===== config.mk =====
export PLATFORM = sky130hd
export DESIGN_NAME = flash_read_ctrl
export DESIGN_NICKNAME = d
export VERILOG_FILES = /design/src/rtl/flash_read_ctrl.sv
export SDC_FILE = /design/constraint.sdc
export NUM_CORES = 1
export LEC_CHECK = 0
export ABC_AREA = 1
export CORE_ASPECT_RATIO = 0.75
export CORE_MARGIN = 5
export CORE_UTILIZATION = 38
export CTS_CLUSTER_SIZE = 20
export DETAILED_ROUTE_END_ITERATION = 10
export GPL_TIMING_DRIVEN = 1
export PLACE_DENSITY_LB_ADDON = 0.08
export SLEW_MARGIN = 5
export SYNTH_ARGS = -nofsm -noshare
export SYNTH_HDL_FRONTEND = slang
export SYNTH_SLANG_ARGS = --single-unit

===== constraint.sdc =====
create_clock -name clk -period 1.5 [get_ports clk]
set_clock_uncertainty 0.1 [all_clocks]
set_input_delay 0.225 -clock clk [delete_from_list [all_inputs] [get_ports clk]]
set_output_delay 0.225 -clock clk [all_outputs]
set_load 0.005 [all_outputs]

===== src/rtl/flash_read_ctrl.sv =====
`default_nettype none
// +--------------------------------------------------------------------------+
// | Module      : flash_read_ctrl                                            |
// | Description : SPI master for bulk reads from a P25Q32U-class flash.      |
// |               Sends READ (0x03) plus a 24-bit address, then streams the  |
// |               received bytes out over a valid/ready interface.           |
// | Revision    : 1.0 - initial release                                      |
// +--------------------------------------------------------------------------+
module flash_read_ctrl #(
   parameter int LENGTH_BIT_WIDTH = 16,
   parameter int CS_HIGH_CYCLES   = 4
) (
   input  logic                        clk,
   input  logic                        rst,
   input  logic                        start,
   input  logic [23:0]                 address,
   input  logic [LENGTH_BIT_WIDTH-1:0] length,
   output logic                        busy,
   output logic                        done,
   output logic [7:0]                  out_data,
   output logic                        out_valid,
   input  logic                        out_ready,
   output logic                        flash_clk,
   output logic                        flash_mosi,
   output logic                        flash_cs_n,
   input  logic                        flash_miso
);

   localparam logic [7:0] c_read_cmd = 8'h03;
   localparam int c_cnt_w = (CS_HIGH_CYCLES < 1) ? 1 : $clog2(CS_HIGH_CYCLES + 1);
   localparam logic [c_cnt_w-1:0]          c_cs_reload = c_cnt_w'(CS_HIGH_CYCLES);
   localparam logic [c_cnt_w-1:0]          c_cnt_one   = c_cnt_w'(1);
   localparam logic [LENGTH_BIT_WIDTH-1:0] c_len_one   = LENGTH_BIT_WIDTH'(1);

   typedef enum logic [2:0] {
      S_IDLE     = 3'd0,
      S_DESELECT = 3'd1,
      S_COMMAND  = 3'd2,
      S_ADDRESS  = 3'd3,
      S_DATA     = 3'd4,
      S_STALL    = 3'd5,
      S_FINISH   = 3'd6
   } state_t;

   state_t                      state_q,    state_d;
   logic [31:0]                 tx_q,       tx_d;        // command+address, MSB drives mosi
   logic [7:0]                  rx_q,       rx_d;        // incoming byte shift register
   logic [4:0]                  bit_cnt_q,  bit_cnt_d;
   logic [LENGTH_BIT_WIDTH-1:0] byte_rem_q, byte_rem_d;  // bytes still to receive
   logic [c_cnt_w-1:0]          cs_cnt_q,   cs_cnt_d;    // deselect cycles still owed
   logic                        busy_q,     busy_d;
   logic                        done_q,     done_d;
   logic [7:0]                  out_data_q, out_data_d;
   logic                        out_valid_q, out_valid_d;
   logic                        fclk_q,     fclk_d;
   logic                        cs_n_q,     cs_n_d;
   logic [7:0]                  w_rx_next;

   assign w_rx_next = {rx_q[6:0], flash_miso};

   // State and output registers; reset aborts any job and restarts the deselect window.
   always_ff @(posedge clk) begin
      if (rst) begin
         state_q     <= S_IDLE;
         tx_q        <= '0;
         rx_q        <= '0;
         bit_cnt_q   <= '0;
         byte_rem_q  <= '0;
         cs_cnt_q    <= c_cs_reload;
         busy_q      <= 1'b0;
         done_q      <= 1'b0;
         out_data_q  <= '0;
         out_valid_q <= 1'b0;
         fclk_q      <= 1'b0;
         cs_n_q      <= 1'b1;
      end else begin
         state_q     <= state_d;
         tx_q        <= tx_d;
         rx_q        <= rx_d;
         bit_cnt_q   <= bit_cnt_d;
         byte_rem_q  <= byte_rem_d;
         cs_cnt_q    <= cs_cnt_d;
         busy_q      <= busy_d;
         done_q      <= done_d;
         out_data_q  <= out_data_d;
         out_valid_q <= out_valid_d;
         fclk_q      <= fclk_d;
         cs_n_q      <= cs_n_d;
      end
   end

   // Next-state logic: each bit is a low half (mosi set up) then a high half (miso sampled at its end).
   always_comb begin
      state_d     = state_q;
      tx_d        = tx_q;
      rx_d        = rx_q;
      bit_cnt_d   = bit_cnt_q;
      byte_rem_d  = byte_rem_q;
      busy_d      = busy_q;
      done_d      = 1'b0;
      out_data_d  = out_data_q;
      out_valid_d = out_valid_q & ~out_ready;
      fclk_d      = fclk_q;
      cs_n_d      = cs_n_q;
      // The deselect counter only runs down while chip select is high.
      if (cs_n_q) begin
         cs_cnt_d = (cs_cnt_q != '0) ? cs_cnt_q - c_cnt_one : '0;
      end else begin
         cs_cnt_d = c_cs_reload;
      end

      case (state_q)
         S_IDLE: begin
            if (start && !busy_q && (cs_cnt_q == '0)) begin
               if (length == '0) begin
                  done_d = 1'b1;
               end else begin
                  tx_d       = {c_read_cmd, address};
                  byte_rem_d = length;
                  bit_cnt_d  = '0;
                  busy_d     = 1'b1;
                  cs_n_d     = 1'b0;
                  fclk_d     = 1'b0;
                  state_d    = S_COMMAND;
               end
            end
         end

         S_COMMAND, S_ADDRESS: begin
            if (!fclk_q) begin
               fclk_d = 1'b1;
            end else begin
               fclk_d    = 1'b0;
               tx_d      = {tx_q[30:0], 1'b0};
               bit_cnt_d = bit_cnt_q + 5'd1;
               if ((state_q == S_COMMAND) && (bit_cnt_q == 5'd7)) begin
                  state_d = S_ADDRESS;
               end else if ((state_q == S_ADDRESS) && (bit_cnt_q == 5'd31)) begin
                  state_d = S_DATA;
               end
            end
         end

         S_DATA: begin
            if (!fclk_q) begin
               fclk_d = 1'b1;
            end else begin
               fclk_d    = 1'b0;
               rx_d      = w_rx_next;
               bit_cnt_d = bit_cnt_q + 5'd1;
               if (bit_cnt_q[2:0] == 3'd7) begin
                  byte_rem_d = byte_rem_q - c_len_one;
                  if (byte_rem_q == c_len_one) begin
                     cs_n_d = 1'b1;
                  end
                  if (!out_valid_q || out_ready) begin
                     out_data_d  = w_rx_next;
                     out_valid_d = 1'b1;
                     state_d     = (byte_rem_q == c_len_one) ? S_FINISH : S_DATA;
                  end else begin
                     // Holding register still occupied: park with flash_clk low.
                     state_d = S_STALL;
                  end
               end
            end
         end

         S_STALL: begin
            if (out_ready) begin
               out_data_d  = rx_q;
               out_valid_d = 1'b1;
               state_d     = (byte_rem_q == '0) ? S_FINISH : S_DATA;
            end
         end

         S_FINISH: begin
            if (out_valid_q && out_ready) begin
               done_d = 1'b1;
               if (cs_cnt_d == '0) begin
                  busy_d  = 1'b0;
                  state_d = S_IDLE;
               end else begin
                  state_d = S_DESELECT;
               end
            end
         end

         S_DESELECT: begin
            // busy is the acceptance gate, so it is held until the flash has been deselected long enough.
            if (cs_cnt_d == '0) begin
               busy_d  = 1'b0;
               state_d = S_IDLE;
            end
         end

         default: begin
            state_d = S_IDLE;
         end
      endcase
   end

   assign busy       = busy_q;
   assign done       = done_q;
   assign out_data   = out_data_q;
   assign out_valid  = out_valid_q;
   assign flash_clk  = fclk_q;
   assign flash_mosi = tx_q[31];
   assign flash_cs_n = cs_n_q;

endmodule
`default_nettype wire


==> results.toml, run 1 <==
[yosys]
synthXorXnorAreaFrac_pct = 1.89
synth_seq_area_share_pct = 38.3
syn_avg_cell_area_sq_um = 6.35
synth.area.mux_share_pct = 0.958
synth_top_family_by_area = "simple AND/OR/NAND/NOR gates"
synth_compound_area_share_pct = 12.1
synthesis.nets = 708
ys_ff_latch = 80
synthAdderAreaFrac_pct = 1.50
synth_ff_type = "dfxtp_1"
synth.distinct_cells = 34
synth.yosys.warnings = 0
syn-instance-count = 658
synth-simple-area-share_pct = 38.3
netlist_area_sq_um = 4180
synth-async-reset-ratio_pct = 0
synth_edf_count = 0

[routing]
drt_pre_antenna_iters = 4
wl_per_cell_um = 13.9
drc = 0
final_antenna_net_count = 0
wirelength_um = 13500
dr_total_vias = 4726
drt_iter0_drc = 350
viasPerCell = 4.89

[clock_tree]
cts_hold_buf = 0
insertion_delay_ns = 0.34
htreeDepth = 3
clockBufferDepth = 2
cts.clk_slew.worst_paths_ns = 0.06
cts_root_buf = "clkbuf_16"
cts_sinks = 80
cts_tree = "yes"
cts_buffers = 9

[sta]
fin_crit_sh_pct = 119
finalCriticalPeriod_ns = 1.78
tightestPinTransition_ns = 0.379
maxSlewViolCount = 0
finalSetupViolations = 69
maxSlewHeadroom_pct = 74.7
fin_ws_ns = -0.278
hold_viol_final = 0
max_freq_mhz = 562
rsz0062_at_grt = "yes"

[pwr]
vdd_drop_max_v = 0.000996
power.density_nw_per_um2 = 2030
power_frac_seq_pct = 22.4
power.share.switching_pct = 41.7
power.internal_uw = 8100
netSwitchingPower_uw = 5780
leakagePower_uw = 0.00311
p_comb_share_pct = 61.8
p_clk_share_pct = 15.8

[global_route]
grt_pass1_vias = 4285
grt_pass1_wl_um = 20100
grt_max_degree = 33
grt_usage_pct = 18.9
gr-total-overflow = 0
antenna_found_initial = 0

[critical_path]
r2r_slack_ns = -0.28
required_ns = 1.64
end_kind = "register"
criticalPathCategory = "reg2reg"
cp-start-kind = "register"
arrival_ns = 1.91
cp_max_fo = 8

[floorplanning]
core_area_sq_um = 10900
initial_utilization_pct = 38.5
die_w_um = 131
die_area_sq_um = 13200
ios = 59
fp-row-count = 33
die_h_um = 101

[placement]
port-buffer-count = 58
pre_cts_slack_ns = -1.09
place.gp.congestion = 0.857
dp_hpwl_um = 8260

[hold_path]
hold_path.class = "in2reg"

[cells_and_area]
drive_gt1_share_pct = 32.8
antenna_cells = 0
syn_to_final_growth_pct = 63.8
final_cell_mix = "nand2_1, nor2_1, buf_4"
final_common_cell = "nand2_1"
utilization_pct = 63.0
fillers = 959
final_nets = 871

[outcome]
outcome = "complete, but fails checks"
violations = "setup timing"

[run]
cap_violations = 0
-- metrics by stage --
stage                     setup TNS, ns  hold WS, ns  total power (uW)  std cells  instance area, sq um
final                            -11.41        0.160             13900        966                  6850
after global routing             -17.42        0.202             14800        966                  6850
after CTS                         -7.76        0.248             12000        947                  6190
after detailed placement         -52.14        0.371              8650        912                  5550
after global placement           -50.05        0.333              8570        912                  5550
after floorplan                   -2.50        0.308              6650        658                  4280
-- registers in the layout, indices dropped and copies added (netlist names), 3 cells and up --
name / flops
state_q: 3
byte_rem_q: 16
rx_q: 8
bit_cnt_q: 5
cs_cnt_q: 3
tx_q: 32
out_data: 8
-- power groups by stage --
stage                     clock network (uW)  registers (uW)  logic, uW
after global routing                    2320            3170       9340
after global placement                     0            3030       5540
final                                   2190            3110       8580
after CTS                               2220            3040       6740
after detailed placement                   0            3040       5610
after floorplan                            0            3030       3620
-- timing repair --
item                                    4_1_cts  5_1_grt
endpoints found under the setup margin       84       79
buffers inserted                             15       18
cloned                                        4        4
gates resized for setup                      83      131
pin swaps                                    21       34
-- cell type report --
| cell class | instances | area (sq um) | share of cell area [%] |
|---|---|---|---|
| multi-input combinational | 507 | 2860 | 41.8 |
| timing repair buffer | 177 | 1710 | 25.0 |
| sequential | 80 | 1620 | 23.7 |
| clock buffer | 10 | 229 | 3.34 |
| inverter | 46 | 190 | 2.78 |
| tap | 140 | 175 | 2.56 |
| clock inverter | 6 | 60.1 | 0.877 |
-- synth_stat cells (2+ instances only) --
| cell type | count | area, sq um |
|---|---|---|
| nand2_1 | 173 | 649 |
| nor2_1 | 146 | 548 |
| dfxtp_1 | 80 | 1600 |
| nand3_1 | 48 | 240 |
| o21ai_0 | 48 | 240 |
| inv_1 | 40 | 150 |
| a21oi_1 | 27 | 135 |
| clkbuf_1 | 16 | 60.1 |
| o21ai_1 | 12 | 60.1 |
| buf_2 | 9 | 45.0 |
| nand4_1 | 8 | 50.1 |
| xor2_1 | 7 | 61.3 |
| ha_1 | 5 | 62.6 |
| inv_2 | 5 | 18.8 |
| mux2i_1 | 4 | 40.0 |
| nor3_1 | 4 | 20.0 |
| nand2_2 | 3 | 18.8 |
| nor2_4 | 3 | 33.8 |
| and2_1 | 2 | 12.5 |
| buf_1 | 2 | 7.51 |
| o21ai_2 | 2 | 17.5 |
| xnor2_1 | 2 | 17.5 |
-- layer usage --
layer	share of wire (%)	track usage, %	vias up	wire (um)
li1	-	-	2438	-
met1	49	27.1	2202	6640
met2	45	29.1	68	6090
met3	4.1	4.13	18	554
met4	1.2	3.95	0	165
met5	0	0	-	0
-- path summary, 6_finish.rpt --
check,start,to,depth (start not counted)
max,bit_cnt_q[0],out_data[2],9
min,length[14],byte_rem_q[14],5
max reg2reg,bit_cnt_q[0],out_data[2],9
min reg2reg,rx_q[0],rx_q[0],2
-- logic make-up (layout without fill, tap and decap cells) --
kind of cell / after synthesis / count (layout)
muxes: 4 / 4
adders and majority gates: 5 / 5
AOI/OAI and AO/OA: 96 / 96
and+or+nand+nor: 390 / 393
xor gates and xnor gates: 9 / 9
buffers and inverters: 74 / 239
DFF: 80 / 80
-- worst max-delay path: stages, from the launching register on --
cell,delay (ns)
dfxtp_4,0.36
ha_4,0.14
buf_4,0.12
ha_4,0.13
or2_4,0.11
nand2_2,0.05
nor3_4,0.37
inv_4,0.11
nor2_2,0.13
nor2_1,0.05
No activity file was read; power rests on OpenSTA's default activity.
==> inputs of run 2 (changes only) <==
- ABC_AREA: 1 -> unset
- clock period: 1.5 -> 1.8 ns (I/O delays scaled with it)
==> run 2 against run 1 <==
The run still ends with setup timing left. Largest cell class unchanged. Flip-flop and latch count unchanged. Area after synthesis down 6.6%. Critical endpoint is now state_q[2]. Cell area down 7.7%. Cell count down 19%. Maximum frequency down 12%. Core utilization down 0.88 points. Critical path depth down 3. Via count down 12%. Worst hold slack better by 0.11 ns. Combinational power down 49%. Total power down 37%. Synthesized cell count down 25%.
==> results.toml, run 2 <==
[outcome]
outcome = "complete, but fails checks"
violations = "setup timing"

[sta]
fin_ws_ns = -0.212
setup_tns_ns = -1.08
fin_crit_sh_pct = 112
finalCriticalPeriod_ns = 2.01
tightestPinTransition_ns = 0.414
maxSlewViolCount = 0
finalSetupViolations = 10
maxSlewHeadroom_pct = 72.4
hold_viol_final = 0
max_freq_mhz = 497
rsz0062_at_grt = "yes"

[cells_and_area]
top_register = "tx_q"
final_cell_mix = "buf_4, dfxtp_1, nor2_1"
fillers = 878
largest_registers = "tx_q x32, byte_rem_q x16"
antenna_cells = 0
final_nets = 696
largest_reg_flops = 32
register_area_sq_um = 1620
multi_input_area_sq_um = 2650
final_common_cell = "buf_4"
drive_gt1_share_pct = 35.5
syn_to_final_growth_pct = 61.9

[global_route]
grt_pass1_vias = 4073
grt_max_degree = 42
grt_usage_pct = 19.8
grt_pass1_wl_um = 20200
gr-total-overflow = 0
antenna_found_initial = 0

[critical_path]
required_ns = 1.98
cp_max_fo = 4
cp-start-kind = "register"
r2r_end = "state_q[2]"
arrival_ns = 2.19
r2r-start = "bit_cnt_q[0]"
r2r_slack_ns = -0.21
end_kind = "register"
criticalPathCategory = "reg2reg"
r2r_cells = 6

[yosys]
synth_area_leader_cell = "dfxtp_1"
synth_common_cells = "dfxtp_1, nor2_1, nand2_1, a21oi_1, a211oi_1"
synth.yosys.warnings = 0
synthXorXnorAreaFrac_pct = 0
synth_top_family_by_area = "simple AND/OR/NAND/NOR gates"
synth.distinct_cells = 53
netlist_area_sq_um = 3900
synth_ff_type = "dfxtp_1"
synth-async-reset-ratio_pct = 0
synth_area_leaders = "dfxtp_1, nor2_1, a21oi_1, mux2i_1, nand2_1"
syn-instance-count = 492
synthAdderAreaFrac_pct = 1.60
syn_avg_cell_area_sq_um = 7.94
synth_top_area_share_pct = 41.0
synthesis.nets = 542
yosysMostFrequentCell = "dfxtp_1"
ys_ff_latch = 80
synth-simple-area-share_pct = 24.5
synth_seq_area_share_pct = 41.0
synth_edf_count = 0
synth.area.mux_share_pct = 5.90
synth_compound_area_share_pct = 23.0

[run]
cap_violations = 0

[clock_tree]
cts_sinks = 80
cts_tree = "yes"
cts_hold_buf = 0
cts_root_buf = "clkbuf_16"
cts_buffers = 9
clockBufferDepth = 2
cts.clk_slew.worst_paths_ns = 0.06
insertion_delay_ns = 0.34
htreeDepth = 3

[floorplanning]
ios = 59
core_area_sq_um = 10200
die_area_sq_um = 12400
die_h_um = 97.8
initial_utilization_pct = 38.4
fp-row-count = 32
die_w_um = 127

[hold_path]
holdPathEnd = "state_q[2]"
hold_start = "rst"
holdPathStages = 3
hold_path.class = "in2reg"

[routing]
drt_pre_antenna_iters = 5
wl_per_cell_um = 16.0
dr_total_vias = 4138
drt_iter0_drc = 292
final_antenna_net_count = 0
drc = 0
wirelength_um = 12600
viasPerCell = 5.26

[placement]
place.gp.congestion = 0.868
port-buffer-count = 58
pre_cts_slack_ns = -0.621
dp_hpwl_um = 8060

[pwr]
leakagePower_uw = 0.00244
power.density_nw_per_um2 = 1380
vdd_drop_max_v = 0.000704
run 2: logic make-up after synthesis:
| family | count (synthesis) |
|---|---|
| compound gates | 141 |
| fa+ha+maj | 5 |
| mux | 23 |
| buf+inv | 39 |
| flops | 80 |
| simple gates | 204 |
run 2: cell type report:
class	instances	share of cell area [%]
clock buffers	10	3.78
clock inverters	6	1.44
inverters	4	0.277
multi-input cells	378	41.9
flip-flops and latches	80	25.6
well taps	136	2.69
repair buffers	173	24.3
run 2: power breakdown:
| part | internal (uW) | leakage [uW] | total [uW] | switching (uW) |
|---|---|---|---|---|
| logic | 2150 | 0.00163 | 4370 | 2220 |
| registers | 2100 | 0.000654 | 2340 | 248 |
| clock network | 1260 | 0.000163 | 2000 | 742 |
| total | 5500 | 0.00244 | 8720 | 3210 |
run 2: per-layer routing:
layer | part of all wire, % | wire (um) | up-vias | GRT usage (%)
li1 | - | - | 2088 | -
met5 | 0 | 0 | - | 0
met4 | 1.1 | 139 | 0 | 5.11
met2 | 48 | 6090 | 90 | 31.8
met1 | 46 | 5810 | 1946 | 27.0
met3 | 4.4 | 559 | 14 | 4.59
run 2: what timing repair did:
action / in CTS / in global routing
endpoints found under the setup margin: 67 / 75
resized for setup: 99 / 63
cloned: 5 / 2
buffers inserted: 12 / 7
pin swaps: 39 / 28
run 2: worst max-delay path, cell delays in order (launching register included):
cell     delay [ns]
dfxtp_2        0.35
ha_4           0.15
nand2_2        0.06
or4_4          0.42
a22o_4         0.25
or4b_4         0.49
a21oi_2        0.13
run 2: stage by stage:
step / hold WS [ns] / utilization (%) / total power (uW) / std cells / area (sq um)
after global placement: 0.349 / 52.7 / 5630 / 750 / 5360
after floorplan: 0.306 / - / 4310 / 492 / 3990
after global routing: 0.284 / 62.2 / 9210 / 787 / 6320
after detailed placement: 0.356 / 52.7 / 5680 / 750 / 5360
final: 0.266 / 62.2 / 8720 / 787 / 6320
after CTS: 0.262 / 59.4 / 8260 / 779 / 6040
run 2: worst max path at each step:
stage | start | slack [ns] | end
6_report | bit_cnt_q[0] | -0.21 | state_q[2]
5_1_grt | bit_cnt_q[0] | -0.29 | state_q[0]
4_1_cts | bit_cnt_q[0] | -0.22 | state_q[2]
3_5_place_dp | length[3] | -0.62 | byte_rem_q[13]
3_3_place_gp | length[3] | -0.59 | byte_rem_q[13]
2_1_floorplan | bit_cnt_q[1] | -0.14 | state_q[2]
==> inputs of run 3 (changes only) <==
- clock period: 1.8 -> 2.2 ns (I/O delays scaled with it)
==> run 3 against run 2 <==
The run now ends clean. Total power decreased by 27%. Clock power is 9% lower. Critical path depth rose by 5. Setup slack better by 0.28 ns. Core utilization down 7.7 points. Via count decreased by 7.1%. Wire length decreased by 14%. Count of clock-buffer cells in the layout down 1. Combinational power decreased by 40%. Die area is the same.
==> results.toml, run 3 (synthesis results as in run 2) <==
[outcome]
outcome = "finished, final reports clean"

[clock_tree]
insertion_delay_ns = 0.34
cts.clk_slew.worst_paths_ns = 0.06
cts_sinks = 80
cts_root_buf = "clkbuf_16"
clockBufferDepth = 2
cts_tree = "yes"
cts_hold_buf = 0
cts_buffers = 9
htreeDepth = 3

[placement]
dp_hpwl_um = 7480
place.gp.congestion = 0.824
dpl_cell_area_sq_um = 4940
port-buffer-count = 58
pre_cts_slack_ns = -0.469

[routing]
met2_length_um = 4830
dr_total_vias = 3843
drc = 0
met1_length_um = 5410
final_antenna_net_count = 0
drt_pre_antenna_iters = 4
wl_per_cell_um = 14.9
viasPerCell = 5.31
drt_iter0_drc = 257
route.met3.wl_um = 523
top_layer = "met4"
wirelength_um = 10800

[floorplanning]
ios = 59
fp-row-count = 32
core_area_sq_um = 10200
die_w_um = 127
die_area_sq_um = 12400
die_h_um = 97.8
initial_utilization_pct = 38.4

[cells_and_area]
final_nets = 633
antenna_cells = 0
final_common_cell = "dfxtp_1"
syn_to_final_growth_pct = 41.9
final_cell_area_sq_um = 5540
largest_reg_flops = 32
top_register = "tx_q"
largest_registers = "tx_q x32, byte_rem_q x16"
drive_gt1_share_pct = 19.0
final_cell_mix = "dfxtp_1, nor2_1, nand2_1"

[global_route]
antenna_found_initial = 0
grt_pass1_wl_um = 17600
grt_pass1_vias = 3537
gr-total-overflow = 0
grt_usage_pct = 17.2
grt_max_degree = 49

[sta]
hold_ws_ns = 0.299
tightestPinTransition_ns = 0.455
maxSlewViolCount = 0
max_freq_mhz = 469
hold_viol_final = 0
fin_crit_sh_pct = 97.0
finalCriticalPeriod_ns = 2.13
rsz0062_at_grt = "yes"
fin_ws_ns = 0.0657
finalSetupViolations = 0
maxSlewHeadroom_pct = 69.7

[run]
cap_violations = 0

[pwr]
power.share.switching_pct = 34.6
p_comb_share_pct = 41.5
leakagePower_uw = 0.00208
netSwitchingPower_uw = 2200
power.internal_uw = 4170
p_clk_share_pct = 28.6
power.density_nw_per_um2 = 1150
power_frac_seq_pct = 29.9
vdd_drop_max_v = 0.000654

[critical_path]
end_kind = "register"
crit_path_frequent_cell = "buf_4"
cp-start-kind = "primary input"
crit_path_top_delay_cell = "clkdlybuf4s50_1"
crit_chain = "clkdlybuf4s50_1, nor4_4, buf_4, nand4_1, buf_4, a32oi_1, buf_4, nor2_4, clkbuf_16, nor2_1, a211oi_1"
arrival_ns = 2.29
cpPeakStageDelay_ns = 0.53
criticalPathCategory = "in2reg"
cp_max_fo = 6
required_ns = 2.35

[hold_path]
hold_path.class = "in2reg"
run 3: per-layer routing:
layer	vias up	global-route usage, %
met3	4	5.47
met4	0	3.38
met2	76	24.8
met1	1812	25.3
met5	-	0
li1	1951	-
run 3: what timing repair did:
action                                  in CTS  in global routing
resized for setup                            3                 35
endpoints found under the setup margin      28                 42
gates cloned                                 0                  5
setup buffers                                0                  0
pin swaps                                    0                  4
run 3: final cells by class:
class	count	area, sq um
Clock buffer	9	225
Clock inverter	7	141
Tap cell	136	170
Fill cell	985	4630
Timing Repair Buffer	115	1090
Multi-Input combinational cell	373	2290
Inverter	4	15.0
Sequential cell	80	1610
run 3: final timing paths:
path              slack (ns)          from  cells past startpoint             to
setup / recovery        0.07     length[3]                     11       tx_q[20]
hold / removal          0.30           rst                      2  byte_rem_q[9]
setup reg to reg        0.10  bit_cnt_q[0]                      6     state_q[2]
hold reg to reg         0.36       rx_q[7]                      2        rx_q[7]
run 3: power groups by stage:
| stage | Sequential [uW] | Combinational (uW) | Clock, uW |
|---|---|---|---|
| 6_report | 1910 | 2640 | 1820 |
| 5_1_grt | 1950 | 2900 | 1920 |
| 4_1_cts | 1900 | 2340 | 1860 |
| 3_5_place_dp | 1930 | 2310 | 0 |
| 3_3_place_gp | 1920 | 2290 | 0 |
| 2_1_floorplan | 1860 | 1580 | 0 |
run 3: worst max-delay path, delay by kind of cell:
| family | cells | cell delay (ns) |
|---|---|---|
| compound gates | 2 | 0.29 |
| buf+inv | 5 | 1.17 |
| simple gates | 4 | 0.50 |
run 3: per-stage QoR:
stage               setup TNS (ns)  total power [uW]  utilization, %  cells
floorplan                        0              3440               -    492
global placement            -18.76              4210            48.6    703
detailed placement          -19.88              4240            48.6    703
CTS                              0              6100            52.3    719
global route               -0.0468              6770            54.5    724
finish                           0              6370            54.5    724
==> patch 1 (config.mk and constraints of run 1) <==
Re-encode `state_t` (7 states) as one-hot, 7 bits wide.
--- a/src/rtl/flash_read_ctrl.sv
+++ b/src/rtl/flash_read_ctrl.sv
@@ -34,10 +34,10 @@
 
-   typedef enum logic [2:0] {
-      S_IDLE     = 3'd0,
-      S_DESELECT = 3'd1,
-      S_COMMAND  = 3'd2,
-      S_ADDRESS  = 3'd3,
-      S_DATA     = 3'd4,
-      S_STALL    = 3'd5,
-      S_FINISH   = 3'd6
+   typedef enum logic [6:0] {
+      S_IDLE     = 7'b0000001,
+      S_DESELECT = 7'b0000010,
+      S_COMMAND  = 7'b0000100,
+      S_ADDRESS  = 7'b0001000,
+      S_DATA     = 7'b0010000,
+      S_STALL    = 7'b0100000,
+      S_FINISH   = 7'b1000000
    } state_t;
Behaviour: no difference found for any inputs over 10 cycles, from zero or initial values and one cycle with rst high; not proved beyond that.
==> patch 1 against run 1 <==
  * Largest cell class unchanged
  * Sequential share of layout area decreased by 2.6 points
  * Sequential power increased by 2%
  * Worst setup slack got worse by 100 ps
  * The run still ends with negative setup slack left
  * Sequential cell count increased by 4
  * Cell area increased by 19%
  * Maximum frequency decreased by 5.5%
  * Area after synthesis increased by 14%
  * Wire length increased by 26%
  * Via count increased by 20%
  * Combinational power increased by 18%
  * Critical path depth increased by 2
  * Total power increased by 12%
==> patch 1: results (changes against run 1) <==
status: "finished, violations left"
violations: "negative setup slack"
fillers: 1006  # +4.9%
hold_path_end: "out_data[3]"
min_path_type: "reg -> reg"
hold_depth: 2  # -3
met1_length_mm: 8.193  # +23%
synth_seq_area_share_pct: 35.22  # -3.1 points
dp_hpwl_mm: 10.47  # +27%
wl_met3_um: 804  # +45%
grt_pass1_wl_mm: 26.35  # +31%
worst_slack_ps: -381.5  # -103.4 ps
yosys-top-cells-area: "dfxtp_1 35%, nand2_1 18%, nor2_1 13%"
dr_wl_met2_mm: 7.671  # +26%
hp-start: "out_data[3]"
ir_worst_vdd_uv: 849.0  # -15%
slew-limit-headroom_pct: 75.88  # +1.2 points
firstDrtPassIters: 6  # +2
finish.net_count: 1024  # +18%
worstPathArrival_ps: 2050  # +140 ps
setup_tns_ps: -23110  # -11700 ps
r2r_cells: 11  # +2
wire_per_inst_um: 14.79  # +6.2%
holdWs_ps: 371.0  # +210.8 ps
grt_pass1_vias: 5298  # +24%
yosys-top-cells-count: "229 x nand2_1, 161 x nor2_1, 84 x dfxtp_1"
routabilityCongestion: 0.9321  # +8.8%
timing.rr.start: "state_q[6]"
grt_max_degree: 39  # +18%
vias: 5676  # +20%
r2r-end: "tx_q[24]"
drive_above_1_share_pct: 39.53  # +6.7 points
path_clk_slew_ps: 70
synth_cell_types: 37  # +8.8%
leakage_nw: 3.700  # +19%
dr.first_iter.drc_count: 290  # -17%
synth_nets: 807  # +14%
grt.total_usage_pct: 21.57  # +2.7 points
path_max_fanout: 6  # -2
setup_viol_count_final: 80  # +16%
patch 1: cell count changes after synthesis, sizes merged, moves of 3 or more:
cell	run 1	this run
nand2	176	242
nand3	49	75
nor2	149	172
o21ai	62	42
inv	45	57
buf	12	17
clkbuf	16	11
xor2	7	2
dfxtp	80	84
mux2i	4	1
patch 1: critical path: stages (launching register included):
cell and delay, ps:
dfxtp_4 370, inv_2 80, nand2_2 60, nor2_4 170, nand2_2 110, nand2_4 120
o21ai_4 80, buf_12 150, nor2_4 200, buf_4 150, o21ai_2 60, a21oi_2 160
patch 1: final cells by class:
class                      instances  area, sq um  share of cell area [%]
inverter                          58        251.5                   3.099
clock inverter                     6        71.32                  0.8788
tap                              166        207.7                   2.559
timing repair buffer             229         2202                   27.14
multi-input combinational        592         3443                   42.43
clock buffer                      10        229.0                   2.821
sequential                        84         1710                   21.08
patch 1: worst max path at each step:
stage / startpoint / end / cells past startpoint
2_1_floorplan: state_q[3] / out_data[4] / 12
5_1_grt: state_q[6] / tx_q[24] / 11
6_report: state_q[6] / tx_q[24] / 11
4_1_cts: state_q[0] / byte_rem_q[10] / 14
3_3_place_gp: length[0] / tx_q[14] / 10
3_5_place_dp: length[2] / tx_q[4] / 10
patch 1: power breakdown:
| part | switching [W] | internal [W] | total (W) |
|---|---|---|---|
| clock network | 0.000978 | 0.00131 | 0.00228 |
| registers | 0.000358 | 0.00282 | 0.00317 |
| logic | 0.00543 | 0.00464 | 0.0101 |
| total | 0.00677 | 0.00877 | 0.0155 |
patch 1: timing repair:
action                     CTS  global route
cloned                       6             3
setup endpoints to repair   95            81
resized for setup          122           128
buffers inserted            28            22
pin swaps                   28            48
patch 1: metal layers:
layer	vias to the layer above	GRT usage, %
li1	2847	-
met1	2670	30.62
met2	135	33.76
met5	-	0
met3	24	4.102
met4	0	5.307
patch 1: logic make-up (layout without fill, tap and decap cells):
logic type / count (synthesis) / after routing / share of synthesized area (%)
AO/OA/AOI/OAI: 76 / 76 / 8.989
XOR/XNOR: 2 / 2 / 0.3669
adder cells (fa/ha/maj): 5 / 5 / 1.310
buffers and inverters: 86 / 303 / 8.412
flip-flops: 84 / 84 / 35.22
multiplexers: 1 / 1 / 0.2097
AND/OR/NAND/NOR: 503 / 508 / 45.49
patch 1: per-stage QoR:
stage / cells / setup slack [ps] / area, sq um / utilization (%)
final: 1145 / -381.5 / 8115 / 65.95
after CTS: 1122 / -325.3 / 7400 / 60.13
after floorplan: 757 / -105.9 / 4876 / -
after global placement: 1072 / -700.1 / 6442 / 52.35
after global routing: 1145 / -476.8 / 8115 / 65.95
after detailed placement: 1072 / -723.8 / 6442 / 52.35
==> patch 2 (settings of run 1) <==
Without the edit above. Set the parameter `CS_HIGH_CYCLES` to 8 (it was 4).
--- a/src/rtl/flash_read_ctrl.sv
+++ b/src/rtl/flash_read_ctrl.sv
@@ -10,3 +10,3 @@
    parameter int LENGTH_BIT_WIDTH = 16,
-   parameter int CS_HIGH_CYCLES   = 4
+   parameter int CS_HIGH_CYCLES   = 8
 ) (
Behaviour: not the same (a bounded check fails within 10 cycles, from zero or initial values and one cycle with rst high).
==> patch 2 against run 1 <==
  * Total power is 15% lower
  * Area after synthesis is 3.7% higher
  * First-iteration DRC count is 24% lower
  * Cell count is 0.31% lower
  * Cell area is 0.58% lower
  * The flow still finishes with violations (negative setup slack)
  * Worst setup slack better by 11 ps
  * Global-route usage is 0.51 points lower
  * Sequential cell count is 1 higher
  * Via count is 0.70% higher
  * Combinational power is 24% lower
  * Non-clock buffer count is 18 lower
  * Highest routed layer unchanged
  * Maximum frequency is 0.62% higher
  * Largest power group unchanged
  * Wire length is 4.3% lower
==> patch 2: results (changes against run 1) <==
holdWs_ps: 325.5  # +165.3 ps
vias_per_cell: 4.942  # +1.0%
dr.first_iter.drc_count: 265  # -24%
yosys-top-cells-count: "195 x nand2_1, 107 x nor2_1, 81 x dfxtp_1"
grt.total_usage_pct: 18.37  # -0.51 points
grt_max_degree: 51  # +55%
path_max_fanout: 6  # -2
worst_slack_ps: -267.3  # +10.90 ps
slew-limit-headroom_pct: 74.17  # -0.48 points
status: "finished, violations left"
leakage_nw: 2.991  # -3.9%
slowest_delay_ps: 320  # -50 ps
drive_above_1_share_pct: 30.98  # -1.8 points
dp_hpwl_mm: 8.269  # +0.16%
routabilityCongestion: 0.8351  # -2.5%
yosys-top-cells-area: "dfxtp_1 37%, nand2_1 17%, nor2_1 9.3%"
multiInputGateArea_sq_um: 2868  # +0.26%
nMultiInputCombCells: 510  # +0.59%
critPathSlowestCell: "dfxtp_2"
violations: "negative setup slack"
setup_viol_count_final: 69  # unchanged
setup_tns_ps: -12260  # -844.1 ps
synth_seq_area_share_pct: 37.42  # -0.90 points
wire_per_inst_um: 13.37  # -4.0%
p_sw_w: 0.004881  # -16%
hold_path_end: "cs_cnt_q[0]"
[patch 2: stage by stage]
stage	power, W	utilization [%]	std cells	setup slack, ps	cell area, sq um
after floorplan	0.006306	-	677	-101.8	4419
after global placement	0.008052	51.64	927	-505.0	5693
after detailed placement	0.008148	51.64	927	-532.9	5693
after CTS	0.01107	58.40	955	-195.3	6439
after global routing	0.01265	61.73	963	-375.6	6805
final	0.01182	61.73	963	-267.3	6805
[patch 2: metal layers]
layer / track usage, % / up-vias
met5: 0 / -
li1: - / 2467
met2: 29.10 / 99
met1: 25.71 / 2184
met3: 3.740 / 9
met4: 4.980 / 0
[patch 2: kinds of logic after synthesis]
| logic type | share of synthesized area, % |
|---|---|
| XOR/XNOR | 0.8085 |
| adder cells (fa/ha/maj) | 2.021 |
| AND/OR/NAND/NOR | 35.75 |
| AO/OA/AOI/OAI | 15.36 |
| buffers and inverters | 8.634 |
| flip-flops | 37.42 |
